## src/rtl/tmu2_hsched_if.sv

```systemverilog
// ============================================================================
// Module  : tmu2_hsched_if
// Brief   : Job handshake bundle between two scanline sources, the
//           horizontal scheduler and the tmu2 horizontal interpolator.
// Revision: 1.0 - initial release
// ============================================================================
`default_nettype none

interface tmu2_hsched_if #(
  parameter int JOB_W = 135
);
  logic             s0_stb_i;
  logic             s0_ack_o;
  logic [JOB_W-1:0] s0_job_i;
  logic             s1_stb_i;
  logic             s1_ack_o;
  logic [JOB_W-1:0] s1_job_i;
  logic             pipe_stb_o;
  logic             pipe_ack_i;
  logic [JOB_W-1:0] job_o;
  logic             src_o;

  // Environment side: drives jobs and the interpolator acknowledge.
  modport master (
    output s0_stb_i, s0_job_i, s1_stb_i, s1_job_i, pipe_ack_i,
    input  s0_ack_o, s1_ack_o, pipe_stb_o, job_o, src_o
  );

  // Scheduler side.
  modport slave (
    input  s0_stb_i, s0_job_i, s1_stb_i, s1_job_i, pipe_ack_i,
    output s0_ack_o, s1_ack_o, pipe_stb_o, job_o, src_o
  );
endinterface

`default_nettype wire

```

## src/rtl/tmu2_hsched.sv

```systemverilog
// ============================================================================
// Module  : tmu2_hsched
// Brief   : Round-robin arbiter feeding one registered job at a time from two
//           sources into the horizontal interpolator, tagged with its source.
//           Optional per-source grant counters: define TMU2_HSCHED_STATS_EN.
// Revision: 1.0 - initial release
// ============================================================================
`default_nettype none

module tmu2_hsched #(
  parameter int JOB_W = 135
) (
  input  wire logic        sys_clk,
  input  wire logic        sys_rst,
  output logic             busy,
  input  wire logic        hinterp_busy_i,
`ifdef TMU2_HSCHED_STATS_EN
  input  wire logic        stat_clr_i,
  output logic [15:0]      stat_s0_o,
  output logic [15:0]      stat_s1_o,
`endif
  tmu2_hsched_if.slave     bus
);

  localparam logic [0:0] c_ST_IDLE  = 1'b0;
  localparam logic [0:0] c_ST_ISSUE = 1'b1;

  logic [0:0]       r_state;
  logic             r_last_grant;
  logic [JOB_W-1:0] r_job;
  logic             r_src;
  logic             w_idle;
  logic             w_grant0;
  logic             w_grant1;

  // On contention the source that was not granted last wins.
  assign w_idle   = (r_state == c_ST_IDLE);
  assign w_grant0 = w_idle & bus.s0_stb_i & (~bus.s1_stb_i | r_last_grant);
  assign w_grant1 = w_idle & bus.s1_stb_i & (~bus.s0_stb_i | ~r_last_grant);

  assign bus.s0_ack_o   = w_grant0;
  assign bus.s1_ack_o   = w_grant1;
  assign bus.pipe_stb_o = (r_state == c_ST_ISSUE);
  assign bus.job_o      = r_job;
  assign bus.src_o      = r_src;
  assign busy           = (r_state == c_ST_ISSUE) | hinterp_busy_i;

  always_ff @(posedge sys_clk or posedge sys_rst) begin
    if (sys_rst) begin
      r_state      <= c_ST_IDLE;
      r_last_grant <= 1'b1;
      r_job        <= '0;
      r_src        <= 1'b0;
    end else begin
      case (r_state)
        c_ST_IDLE: begin
          if (w_grant0 | w_grant1) begin
            r_job        <= w_grant1 ? bus.s1_job_i : bus.s0_job_i;
            r_src        <= w_grant1;
            r_last_grant <= w_grant1;
            r_state      <= c_ST_ISSUE;
          end
        end
        c_ST_ISSUE: begin
          if (bus.pipe_ack_i) begin
            r_state <= c_ST_IDLE;
          end
        end
        default: r_state <= c_ST_IDLE;
      endcase
    end
  end

`ifdef TMU2_HSCHED_STATS_EN
  logic [15:0] r_stat_s0;
  logic [15:0] r_stat_s1;

  // Clear wins over a same-cycle grant; counters wrap naturally.
  always_ff @(posedge sys_clk or posedge sys_rst) begin
    if (sys_rst) begin
      r_stat_s0 <= '0;
      r_stat_s1 <= '0;
    end else if (stat_clr_i) begin
      r_stat_s0 <= '0;
      r_stat_s1 <= '0;
    end else begin
      if (w_grant0) r_stat_s0 <= r_stat_s0 + 16'd1;
      if (w_grant1) r_stat_s1 <= r_stat_s1 + 16'd1;
    end
  end

  assign stat_s0_o = r_stat_s0;
  assign stat_s1_o = r_stat_s1;
`endif

endmodule

`default_nettype wire

```

## src/flat_wrapper.sv

```systemverilog
// flat-port wrapper written by rule: the top's interface ports become plain ports
module tmu2_hsched_flat 
#(
  parameter int JOB_W = 135
)
  (sys_clk, sys_rst, busy, hinterp_busy_i, bus_s0_stb_i, bus_s0_job_i, bus_s1_stb_i, bus_s1_job_i, bus_pipe_ack_i, bus_s0_ack_o, bus_s1_ack_o, bus_pipe_stb_o, bus_job_o, bus_src_o);
  tmu2_hsched_if #(.JOB_W(JOB_W)) bus_i ();
  input  wire logic sys_clk;
  input  wire logic sys_rst;
  output logic busy;
  input  wire logic hinterp_busy_i;
  input wire logic [$bits(bus_i.s0_stb_i)-1:0] bus_s0_stb_i;
  input wire logic [$bits(bus_i.s0_job_i)-1:0] bus_s0_job_i;
  input wire logic [$bits(bus_i.s1_stb_i)-1:0] bus_s1_stb_i;
  input wire logic [$bits(bus_i.s1_job_i)-1:0] bus_s1_job_i;
  input wire logic [$bits(bus_i.pipe_ack_i)-1:0] bus_pipe_ack_i;
  output wire logic [$bits(bus_i.s0_ack_o)-1:0] bus_s0_ack_o;
  output wire logic [$bits(bus_i.s1_ack_o)-1:0] bus_s1_ack_o;
  output wire logic [$bits(bus_i.pipe_stb_o)-1:0] bus_pipe_stb_o;
  output wire logic [$bits(bus_i.job_o)-1:0] bus_job_o;
  output wire logic [$bits(bus_i.src_o)-1:0] bus_src_o;
  assign bus_i.s0_stb_i = bus_s0_stb_i;
  assign bus_i.s0_job_i = bus_s0_job_i;
  assign bus_i.s1_stb_i = bus_s1_stb_i;
  assign bus_i.s1_job_i = bus_s1_job_i;
  assign bus_i.pipe_ack_i = bus_pipe_ack_i;
  assign bus_s0_ack_o = bus_i.s0_ack_o;
  assign bus_s1_ack_o = bus_i.s1_ack_o;
  assign bus_pipe_stb_o = bus_i.pipe_stb_o;
  assign bus_job_o = bus_i.job_o;
  assign bus_src_o = bus_i.src_o;
  tmu2_hsched #(.JOB_W(JOB_W)) u_core (.sys_clk(sys_clk), .sys_rst(sys_rst), .busy(busy), .hinterp_busy_i(hinterp_busy_i), .bus(bus_i));
endmodule
```

## config.mk

```make
export PLATFORM = sky130hd
export DESIGN_NAME = tmu2_hsched_flat
export DESIGN_NICKNAME = d
export VERILOG_FILES = /design/src/rtl/tmu2_hsched_if.sv /design/src/rtl/tmu2_hsched.sv /design/src/flat_wrapper.sv
export SDC_FILE = /design/constraint.sdc
export NUM_CORES = 1
export LEC_CHECK = 0
export ABC_AREA = 0
export CAP_MARGIN = 10
export CELL_PAD_IN_SITES_DETAIL_PLACEMENT = 2
export CELL_PAD_IN_SITES_GLOBAL_PLACEMENT = 2
export CORE_AREA = 2 2 190 192
export DETAILED_ROUTE_END_ITERATION = 10
export DIE_AREA = 0 0 192 194
export PLACE_DENSITY_LB_ADDON = 0.1
export SYNTH_ARGS = -nofsm -noshare
export SYNTH_HDL_FRONTEND = slang
export SYNTH_SLANG_ARGS = --single-unit
```

## constraint.sdc

```tcl
create_clock -name sys_clk -period 5 [get_ports sys_clk]
set_input_delay 0.5 -clock sys_clk [delete_from_list [all_inputs] [get_ports sys_clk]]
set_output_delay 0.5 -clock sys_clk [all_outputs]
set_load 0.05 [all_outputs]
```

==> impl_metrics.py, run 1 <==
metrics = {
    "logic_synthesis": {
        "avgSynthCellArea_um2": 9.00,
        "netlist-cell-type-count": 21,
        "mappedNetlistNets": 1087,
        "synth-seq-cells": 138,
        "seq_area_frac_synth_pct": 47.3,
        "yosysWarnings": 0,
        "syn-cell-area_um2": 7300,
        "synthCells": 811,
    },
    "timing": {
        "skew_ns": 0.00744,
        "max_transition_viols_final": 0,
        "worst_slew_margin_rel_pct": 30.8,
        "clock.fmax_mhz": 323,
        "setup_ws_ns": 1.91,
        "grt_setup_unrepaired": "false",
        "worstMarginPinSlew_ns": 1.04,
        "fin_setup_tns_ns": 0,
        "hold_slack_ns": 0.499,
        "period_minus_slack_ns": 3.09,
        "final-setup-viol-count": 0,
        "final.period_utilization_pct": 61.8,
        "timing.final.hold_violations": 0,
    },
    "global_routing": {
        "first_global_vias": 8827,
        "globalRouteOverflowTotal": 0,
        "maximum_number_of_pins_on_one_net_before_global_route_repair": 89,
        "number_of_antenna_violations_at_the_first_check_in_global_routing": 4,
        "grt_pass1_wl_um": 57400,
        "track_usage_pct": 20.3,
    },
    "finish": {
        "fin_cells": 1622,
        "multi_input_comb_area_um2": 3290,
        "num-nets-final": 1419,
        "layout.area.seq_um2": 3450,
        "fin_area_um2": 12300,
        "areaGrowthSynthToFinish_pct": 68.9,
        "n_fill_cell": 3911,
        "drive_gt1_share_pct": 5.02,
    },
    "floorplanning": {
        "fp.dieW_um": 192,
        "io_pins": 416,
        "rows": 69,
        "initial_core_util_pct": 20.7,
        "die_area_um2": 37200,
        "core_area_um2": 35200,
        "die_h_um": 194,
    },
    "route": {
        "route.antenna.remaining_nets": 0,
        "detail_route.vias_per_cell": 5.10,
        "wl_per_cell_um": 23.6,
        "routed_wirelength_um": 38300,
        "routed-via-count": 8266,
        "drtIter0Drc": 296,
        "drt_drc_violations_left": 0,
        "first_pass_iters": 4,
    },
    "setup_path": {
        "worst_setup_path_endpoint": "bus_s0_ack_o",
        "r2r.worst_path.cells": 5,
        "setup.worst_path.start": "bus_s0_stb_i",
        "timing.critical_path.arrival_ns": 2.59,
        "crit_path_frequent_cell": "sky130_fd_sc_hd__clkdlybuf4s50_1",
        "crit_buf_inv": 3,
        "critical_path.endpoint_type": "output pin",
        "startpoint_type_of_the_worst_setup_path": "primary input",
        "standard_cell_with_the_maximum_stage_delay_on_the_critical_path": "sky130_fd_sc_hd__clkdlybuf4s50_1",
        "top_family_by_delay_on_critical_path": "buffers and inverters",
        "cp.depth": 4,
        "timing.critical_path.required_ns": 4.50,
        "timing_worst_setup_path_type": "in2out",
        "crit-reg2reg-capture": "u_core.bus.job_o[48]$_DFFE_PP0P_",
        "timing.critical_path.cells": "clkdlybuf4s50_1 -> inv_4 -> a211oi_1 -> clkdlybuf4s50_1",
        "regToRegSetupSlack_ns": 2.22,
        "path_max_fanout": 74,
        "regToRegStartpoint": "u_core.bus.pipe_stb_o$_DFF_PP0_",
        "crit_path_max_incr_delay_ns": 0.85,
    },
    "cts": {
        "tritoncts_clock_tree": "built",
        "clock_transition_at_the_registers_of_the_reported_paths_ns": 0.06,
        "ctsHoldBuffers": 0,
        "cts_root_buf": "sky130_fd_sc_hd__clkbuf_16",
        "postCtsResizedCells": 0,
        "cts_max_level": 4,
        "clk_latency_ns": 0.44,
        "cts-root-to-sink-buffers": 2,
        "cts.sinks": 138,
        "postCtsSetupRepairBufs": 0,
        "cts_buffers": 17,
    },
    "placed_design": {
        "place_ws_ns": 1.83,
        "total_cell_area_at_the_placement_stage_um2": 11700,
        "detailedPlacementHpwl_um": 24600,
        "gp_congestion": 0.752,
        "buffer_ports.inserted": 415,
        "placed_cells": 1585,
    },
    "power_and_ir_drop": {
        "p_switching_uw": 3750,
        "power.leakage_uw": 0.00431,
        "power-per-cell-area_nw_per_um2": 615,
        "clock_power_share_pct": 18.7,
        "combinationalPowerShare_pct": 56.8,
        "internal_power_uw": 3830,
        "vdd_drop_max_v": 0.000382,
        "switching_share_pct": 49.5,
        "power_frac_seq_pct": 24.5,
    },
    "job": {
        "max_cap_viol_count": 0,
    },
    "hold_path": {
        "hold_path.class": "reg2reg",
    },
    "status": {
        "status": "complete, no violations",
    },
}
power groups by stage:
stage	Clock, uW	Sequential (uW)	Combinational [uW]
floorplan	0	3510	1040
global placement	0	1860	4340
detailed placement	0	1880	4350
CTS	1460	1870	4360
global route	1510	1930	4560
finish	1420	1860	4310
sequential cells by signal (all words and copies together), names as in the netlist:
signal and count:
u_core.bus.pipe_stb_o 1, u_core.bus.job_o 135, u_core.bus.src_o 1, u_core.r_last_grant 1
per-layer routing:
metal,up-vias,routed length [um],GRT usage [%]
met5,-,13,0
met4,2,544,5.48
met3,28,2970,6.59
met2,250,17800,32.3
met1,4155,16900,26.4
li1,3831,-,-
cells in the mapped netlist:
master / number / share of area (%)
sky130_fd_sc_hd__a211oi_1: 1 / 0.10
sky130_fd_sc_hd__dfrtp_1: 137 / 47
sky130_fd_sc_hd__buf_2: 54 / 3.7
sky130_fd_sc_hd__o21ba_1: 1 / 0.14
sky130_fd_sc_hd__o22ai_1: 1 / 0.086
sky130_fd_sc_hd__buf_1: 6 / 0.31
sky130_fd_sc_hd__dfstp_2: 1 / 0.36
sky130_fd_sc_hd__a31oi_1: 135 / 12
sky130_fd_sc_hd__inv_2: 1 / 0.051
sky130_fd_sc_hd__and2_1: 1 / 0.086
sky130_fd_sc_hd__clkbuf_1: 39 / 2.0
sky130_fd_sc_hd__nor2_1: 136 / 7.0
sky130_fd_sc_hd__o2111ai_1: 135 / 16
sky130_fd_sc_hd__buf_4: 8 / 0.82
sky130_fd_sc_hd__a21o_1: 1 / 0.10
sky130_fd_sc_hd__or2_2: 1 / 0.086
sky130_fd_sc_hd__nand2b_1: 1 / 0.086
sky130_fd_sc_hd__o21ai_0: 105 / 7.2
sky130_fd_sc_hd__clkbuf_2: 12 / 0.82
sky130_fd_sc_hd__inv_1: 3 / 0.15
sky130_fd_sc_hd__o21ai_1: 32 / 2.2
placed cells by master, fill, tap and decap left out, types with 4 or more instances in the layout:
cell,n
sky130_fd_sc_hd__buf_12,4
sky130_fd_sc_hd__o2111ai_1,135
sky130_fd_sc_hd__clkbuf_16,17
sky130_fd_sc_hd__a31oi_1,135
sky130_fd_sc_hd__nor2_1,136
sky130_fd_sc_hd__o21ai_0,105
sky130_fd_sc_hd__buf_4,14
sky130_fd_sc_hd__clkbuf_8,8
sky130_fd_sc_hd__dfrtp_1,137
sky130_fd_sc_hd__clkdlybuf4s50_1,414
sky130_fd_sc_hd__diode_2,5
sky130_fd_sc_hd__o21ai_1,32
final cells by class:
type                            instances  share of cell area (%)
Clock buffer                           26                    4.37
Inverter                                4                   0.223
Tap cell                              461                    4.68
Antenna cell                            5                   0.101
Timing Repair Buffer                  432                    35.1
Clock inverter                          6                   0.852
Multi-Input combinational cell        550                    26.7
Sequential cell                       138                    28.0
cells by family (layout without fill, tap and decap cells):
group | count (synthesis) | after routing | share of synthesized area [%]
AO/OA/AOI/OAI | 411 | 411 | 37.6
flip-flops | 138 | 138 | 47.3
AND/OR/NAND/NOR | 139 | 139 | 7.25
other | 0 | 5 | 0
buffers and inverters | 123 | 468 | 7.86
worst reg2reg max path: stages (launching register included):
cell	delay, ns
sky130_fd_sc_hd__dfrtp_1	0.56
sky130_fd_sc_hd__nand2b_4	0.21
sky130_fd_sc_hd__buf_4	0.61
sky130_fd_sc_hd__buf_4	0.80
sky130_fd_sc_hd__o21ai_0	0.31
sky130_fd_sc_hd__a31oi_1	0.21
worst min-delay path by stage:
stage	to	slack, ns	start	depth (start not counted)
after global placement	u_core.bus.src_o$_DFFE_PP0P_	0.48	u_core.bus.src_o$_DFFE_PP0P_	1
after global routing	u_core.bus.src_o$_DFFE_PP0P_	0.54	u_core.bus.src_o$_DFFE_PP0P_	1
after floorplan	u_core.bus.pipe_stb_o$_DFF_PP0_	0.60	bus_pipe_ack_i	1
final	u_core.bus.src_o$_DFFE_PP0P_	0.50	u_core.bus.src_o$_DFFE_PP0P_	1
after CTS	u_core.bus.src_o$_DFFE_PP0P_	0.50	u_core.bus.src_o$_DFFE_PP0P_	1
after detailed placement	u_core.bus.src_o$_DFFE_PP0P_	0.48	u_core.bus.src_o$_DFFE_PP0P_	1
metrics by stage:
step	total power, uW	util [%]
finish	7590	35.0
detailed placement	6240	33.2
global route	7990	35.0
floorplan	4550	-
global placement	6200	33.2
CTS	7690	35.0
Note: power is estimated with default switching activity, not from simulation.
==> inputs of run 2 (changes only) <==
clock period = 3 ns   (was 5 ns; I/O delays follow)
==> impl_metrics.py, run 2 (same netlist as run 1, synthesis figures left out) <==
metrics = {
    "cts": {
        "ctsHoldBuffers": 0,
        "postCtsSetupRepairBufs": 0,
        "cts-root-to-sink-buffers": 2,
        "cts_buffers": 17,
        "clock_transition_at_the_registers_of_the_reported_paths_ns": 0.06,
        "clk_latency_ns": 0.43,
        "cts_max_level": 4,
        "tritoncts_clock_tree": "built",
        "cts_root_buf": "sky130_fd_sc_hd__clkbuf_16",
        "cts.sinks": 138,
        "postCtsResizedCells": 0,
    },
    "power_and_ir_drop": {
        "vdd_drop_max_v": 0.000495,
        "power-per-cell-area_nw_per_um2": 999,
        "power.leakage_uw": 0.00434,
    },
    "setup_path": {
        "startpoint_type_of_the_worst_setup_path": "flop",
        "critical_path.endpoint_type": "output pin",
        "timing.critical_path.required_ns": 2.70,
        "timing.critical_path.arrival_ns": 1.98,
        "timing_worst_setup_path_type": "reg2out",
        "path_max_fanout": 6,
    },
    "global_routing": {
        "groute.layer.met3.usage_pct": 6.82,
        "grt_pass1_wl_um": 57900,
        "first_global_vias": 8988,
        "globalRouteMet1Util_pct": 26.0,
        "busiest_metal_layer_after_global_routing": "met2",
        "maximum_number_of_pins_on_one_net_before_global_route_repair": 109,
        "gr-usage-met2_pct": 33.0,
        "globalRouteOverflowTotal": 0,
        "number_of_antenna_violations_at_the_first_check_in_global_routing": 6,
        "track_usage_pct": 20.5,
    },
    "route": {
        "route.antenna.remaining_nets": 0,
        "first_pass_iters": 4,
        "drtIter0Drc": 258,
        "routed_wirelength_um": 38400,
        "drt_drc_violations_left": 0,
        "routed-via-count": 8261,
        "wl_per_cell_um": 23.6,
        "detail_route.vias_per_cell": 5.07,
    },
    "timing": {
        "hold_slack_ns": 0.355,
        "period_minus_slack_ns": 2.28,
        "clock.fmax_mhz": 439,
        "grt_setup_unrepaired": "false",
        "final.period_utilization_pct": 75.9,
        "worst_slew_margin_rel_pct": 54.6,
        "timing.final.hold_violations": 0,
        "skew_ns": 0.00683,
        "worstMarginPinSlew_ns": 0.681,
        "fin_setup_tns_ns": 0,
        "max_transition_viols_final": 0,
        "final-setup-viol-count": 0,
    },
    "finish": {
        "number_of_flip_flops_under_the_largest_register_name": 135,
        "areaGrowthSynthToFinish_pct": 70.2,
        "layout.area.seq_um2": 3450,
        "final_cell_mix": "sky130_fd_sc_hd__clkdlybuf4s50_1, sky130_fd_sc_hd__dfrtp_1, sky130_fd_sc_hd__nor2_1, sky130_fd_sc_hd__o2111ai_1, sky130_fd_sc_hd__a31oi_1",
        "mostFrequentLayoutCell": "sky130_fd_sc_hd__clkdlybuf4s50_1",
        "multi_input_comb_area_um2": 3290,
        "num-nets-final": 1428,
        "fin_area_um2": 12400,
        "n_fill_cell": 3870,
        "drive_gt1_share_pct": 5.33,
    },
    "floorplanning": {
        "fp.dieW_um": 192,
        "rows": 69,
        "initial_core_util_pct": 20.7,
        "die_area_um2": 37200,
        "io_pins": 416,
        "die_h_um": 194,
        "core_area_um2": 35200,
    },
    "placed_design": {
        "detailedPlacementHpwl_um": 25600,
        "buffer_ports.inserted": 415,
        "gp_congestion": 0.735,
        "total_cell_area_at_the_placement_stage_um2": 11900,
    },
    "status": {
        "status": "complete, no violations",
    },
    "job": {
        "max_cap_viol_count": 0,
    },
    "hold_path": {
        "hold_path.class": "in2async",
    },
}
==> run 2: cell count changes in the layout (fill, tap and decap cells not counted), moves of 2 or more <==
| cell | previous run | this run |
|---|---|---|
| sky130_fd_sc_hd__clkbuf_8 | 8 | 6 |
| sky130_fd_sc_hd__clkbuf_1 | 1 | 7 |
| sky130_fd_sc_hd__clkdlybuf4s50_1 | 414 | 412 |
| sky130_fd_sc_hd__clkinv_2 | 3 | 1 |
| sky130_fd_sc_hd__buf_12 | 4 | 15 |
| sky130_fd_sc_hd__bufinv_16 | 3 | 0 |
==> run 2: area by class of cell <==
| class | instances | share of cell area, % |
|---|---|---|
| clock inverters | 1 | 0.0403 |
| repair buffers | 441 | 36.5 |
| flip-flops and latches | 138 | 27.8 |
| multi-input cells | 550 | 26.5 |
| diodes | 4 | 0.0806 |
| clock buffers | 30 | 4.30 |
| inverters | 4 | 0.211 |
| well taps | 461 | 4.64 |
==> run 2: metrics by stage <==
stage	setup slack (ns)	total power, uW	instances	util [%]
after global placement	0.826	10400	1594	33.7
after global routing	0.654	13100	1628	35.3
final	0.723	12400	1629	35.3
after floorplan	0.581	7580	811	-
after CTS	0.677	12600	1625	35.2
after detailed placement	0.789	10500	1594	33.7
==> run 2: routing by layer <==
metal,vias to the layer above,wire (um)
met5,-,41
met4,6,580
met3,31,3040
met2,273,18000
met1,4099,16700
li1,3852,-
==> run 2: critical path: stages (launching register included) <==
cell and delay (ns):
sky130_fd_sc_hd__dfrtp_1 0.50, sky130_fd_sc_hd__or2_2 0.34, sky130_fd_sc_hd__clkdlybuf4s50_1 0.70
==> run 2: final timing paths <==
kind	from	end	slack, ns	depth (start not counted)
hold reg to reg	u_core.bus.src_o$_DFFE_PP0P_	u_core.bus.src_o$_DFFE_PP0P_	0.49	1
setup / recovery	u_core.bus.pipe_stb_o$_DFF_PP0_	busy	0.72	2
max in group asynchronous	sys_rst	u_core.bus.job_o[41]$_DFFE_PP0P_	2.23	3
hold / removal	sys_rst	u_core.bus.job_o[97]$_DFFE_PP0P_	0.36	3
setup reg to reg	u_core.bus.pipe_stb_o$_DFF_PP0_	u_core.bus.job_o[124]$_DFFE_PP0P_	1.06	4
min in group sys_clk	bus_s1_stb_i	u_core.bus.job_o[67]$_DFFE_PP0P_	0.38	3
==> run 2: power breakdown <==
group | total [uW] | switching (uW) | internal [uW] | leakage [uW]
combinational | 7290 | 4950 | 2340 | 0.00254
sequential | 3110 | 459 | 2650 | 0.00153
clock | 2010 | 826 | 1190 | 0.000265
==> inputs of run 3 (changes only) <==
clock period = 2.3 ns   (was 3 ns; I/O delays follow)
==> impl_metrics.py, run 3 (same netlist as run 1, synthesis figures left out) <==
metrics = {
    "status": {
        "status": "complete, no violations",
    },
    "setup_path": {
        "timing.critical_path.cells": "or2_2 -> clkdlybuf4s50_1",
        "path_max_fanout": 6,
        "r2r.worst_path.cells": 4,
        "timing_worst_setup_path_type": "reg2out",
        "regToRegStartpoint": "u_core.r_last_grant$_DFFE_PP1P_",
        "top_family_by_delay_on_critical_path": "buffers and inverters",
        "startpoint_type_of_the_worst_setup_path": "flop",
        "crit_path_max_incr_delay_ns": 0.70,
        "critical_path.endpoint_type": "output pin",
        "timing.critical_path.required_ns": 2.07,
        "regToRegSetupSlack_ns": 0.53,
        "crit_buf_inv": 1,
        "crit-reg2reg-capture": "u_core.bus.job_o[25]$_DFFE_PP0P_",
        "timing.critical_path.arrival_ns": 1.94,
        "standard_cell_with_the_maximum_stage_delay_on_the_critical_path": "sky130_fd_sc_hd__clkdlybuf4s50_1",
    },
    "cts": {
        "cts-root-to-sink-buffers": 2,
        "cts_root_buf": "sky130_fd_sc_hd__clkbuf_16",
        "ctsHoldBuffers": 0,
        "clk_latency_ns": 0.44,
        "clock_transition_at_the_registers_of_the_reported_paths_ns": 0.06,
        "cts.sinks": 138,
        "postCtsResizedCells": 0,
        "tritoncts_clock_tree": "built",
        "postCtsSetupRepairBufs": 0,
        "cts_max_level": 4,
        "cts_buffers": 17,
    },
    "finish": {
        "layout.area.seq_um2": 3450,
        "drive_gt1_share_pct": 6.38,
        "final_cell_mix": "sky130_fd_sc_hd__clkdlybuf4s50_1, sky130_fd_sc_hd__dfrtp_1, sky130_fd_sc_hd__nor2_1, sky130_fd_sc_hd__o2111ai_1, sky130_fd_sc_hd__a31oi_1",
        "number_of_flip_flops_under_the_largest_register_name": 135,
        "n_fill_cell": 3916,
        "areaGrowthSynthToFinish_pct": 73.0,
        "num-nets-final": 1440,
        "mostFrequentLayoutCell": "sky130_fd_sc_hd__clkdlybuf4s50_1",
        "multi_input_comb_area_um2": 3290,
        "fin_cells": 1645,
    },
    "hold_path": {
        "hold_path.class": "in2async",
    },
    "timing": {
        "period_minus_slack_ns": 2.17,
        "final.period_utilization_pct": 94.3,
        "timing.final.hold_violations": 0,
        "worst_slew_margin_rel_pct": 49.0,
        "fin_setup_tns_ns": 0,
        "clock.fmax_mhz": 461,
        "final-setup-viol-count": 0,
        "skew_ns": 0.00879,
        "worstMarginPinSlew_ns": 0.765,
        "max_transition_viols_final": 0,
        "grt_setup_unrepaired": "false",
    },
    "route": {
        "wl_per_cell_um": 23.5,
        "routed_wirelength_um": 38700,
        "first_pass_iters": 4,
        "detail_route.vias_per_cell": 5.10,
        "route.antenna.remaining_nets": 0,
        "routed-via-count": 8388,
        "drtIter0Drc": 322,
        "drt_drc_violations_left": 0,
    },
    "floorplanning": {
        "die_h_um": 194,
        "io_pins": 416,
        "core_area_um2": 35200,
        "initial_core_util_pct": 20.7,
        "fp.dieW_um": 192,
        "die_area_um2": 37200,
        "rows": 69,
    },
    "global_routing": {
        "track_usage_pct": 20.6,
        "globalRouteOverflowTotal": 0,
        "first_global_vias": 9133,
        "grt_pass1_wl_um": 58400,
        "number_of_antenna_violations_at_the_first_check_in_global_routing": 8,
        "maximum_number_of_pins_on_one_net_before_global_route_repair": 86,
    },
    "placed_design": {
        "gp_congestion": 0.753,
        "detailedPlacementHpwl_um": 26500,
        "placed_cells": 1606,
        "buffer_ports.inserted": 415,
    },
    "power_and_ir_drop": {
        "power.leakage_uw": 0.00444,
        "power-per-cell-area_nw_per_um2": 1300,
        "vdd_drop_max_v": 0.000658,
    },
    "job": {
        "max_cap_viol_count": 0,
    },
}
## run 3: final cells by class
class / instances / area share (%)
tap: 461 / 4.57
clock buffer: 30 / 4.23
sequential: 138 / 27.4
timing repair buffer: 453 / 37.4
multi-input combinational: 550 / 26.1
antenna: 8 / 0.158
inverter: 4 / 0.208
clock inverter: 1 / 0.0396
## run 3: worst max-delay path by stage
| stage | cells past startpoint | from | end |
|---|---|---|---|
| floorplan | 4 | u_core.bus.pipe_stb_o$_DFF_PP0_ | bus_s1_ack_o |
| global placement | 5 | bus_s0_stb_i | u_core.bus.job_o[102]$_DFFE_PP0P_ |
| detailed placement | 5 | bus_s0_stb_i | u_core.bus.job_o[105]$_DFFE_PP0P_ |
| CTS | 2 | u_core.bus.pipe_stb_o$_DFF_PP0_ | busy |
| global route | 2 | u_core.bus.pipe_stb_o$_DFF_PP0_ | busy |
| finish | 2 | u_core.bus.pipe_stb_o$_DFF_PP0_ | busy |
## run 3: metrics by stage
step                instance area (um2)  power, uW  hold slack (ns)  util, %  worst slack, ns
detailed placement                12100      13900            0.492     34.3            0.395
floorplan                          7310       9890            0.326        -            0.250
global route                      12600      17300            0.326     35.9           0.0764
global placement                  12100      13800            0.469     34.3            0.415
CTS                               12600      16600            0.293     35.8           0.0803
finish                            12600      16400            0.300     35.9            0.132
## run 3: worst reg2reg max path, cell delays in order (launching register included)
cell,delay (ns)
sky130_fd_sc_hd__dfstp_2,0.39
sky130_fd_sc_hd__inv_4,0.56
sky130_fd_sc_hd__buf_4,0.38
sky130_fd_sc_hd__o2111ai_1,0.17
sky130_fd_sc_hd__a31oi_1,0.20
## run 3: metal layers
layer	global-route usage, %	part of all wire, %	vias up
li1	-	-	3875
met1	25.1	41	4163
met2	33.6	48	301
met3	6.70	7.9	49
met4	8.14	2.6	0
met5	0	0	-
## run 3: power breakdown
group / leakage [uW] / switching, uW / internal [uW]
clock: 0.000265 / 1090 / 1550
sequential: 0.00153 / 610 / 3460
combinational: 0.00264 / 6510 / 3170
total: 0.00444 / 8210 / 8170
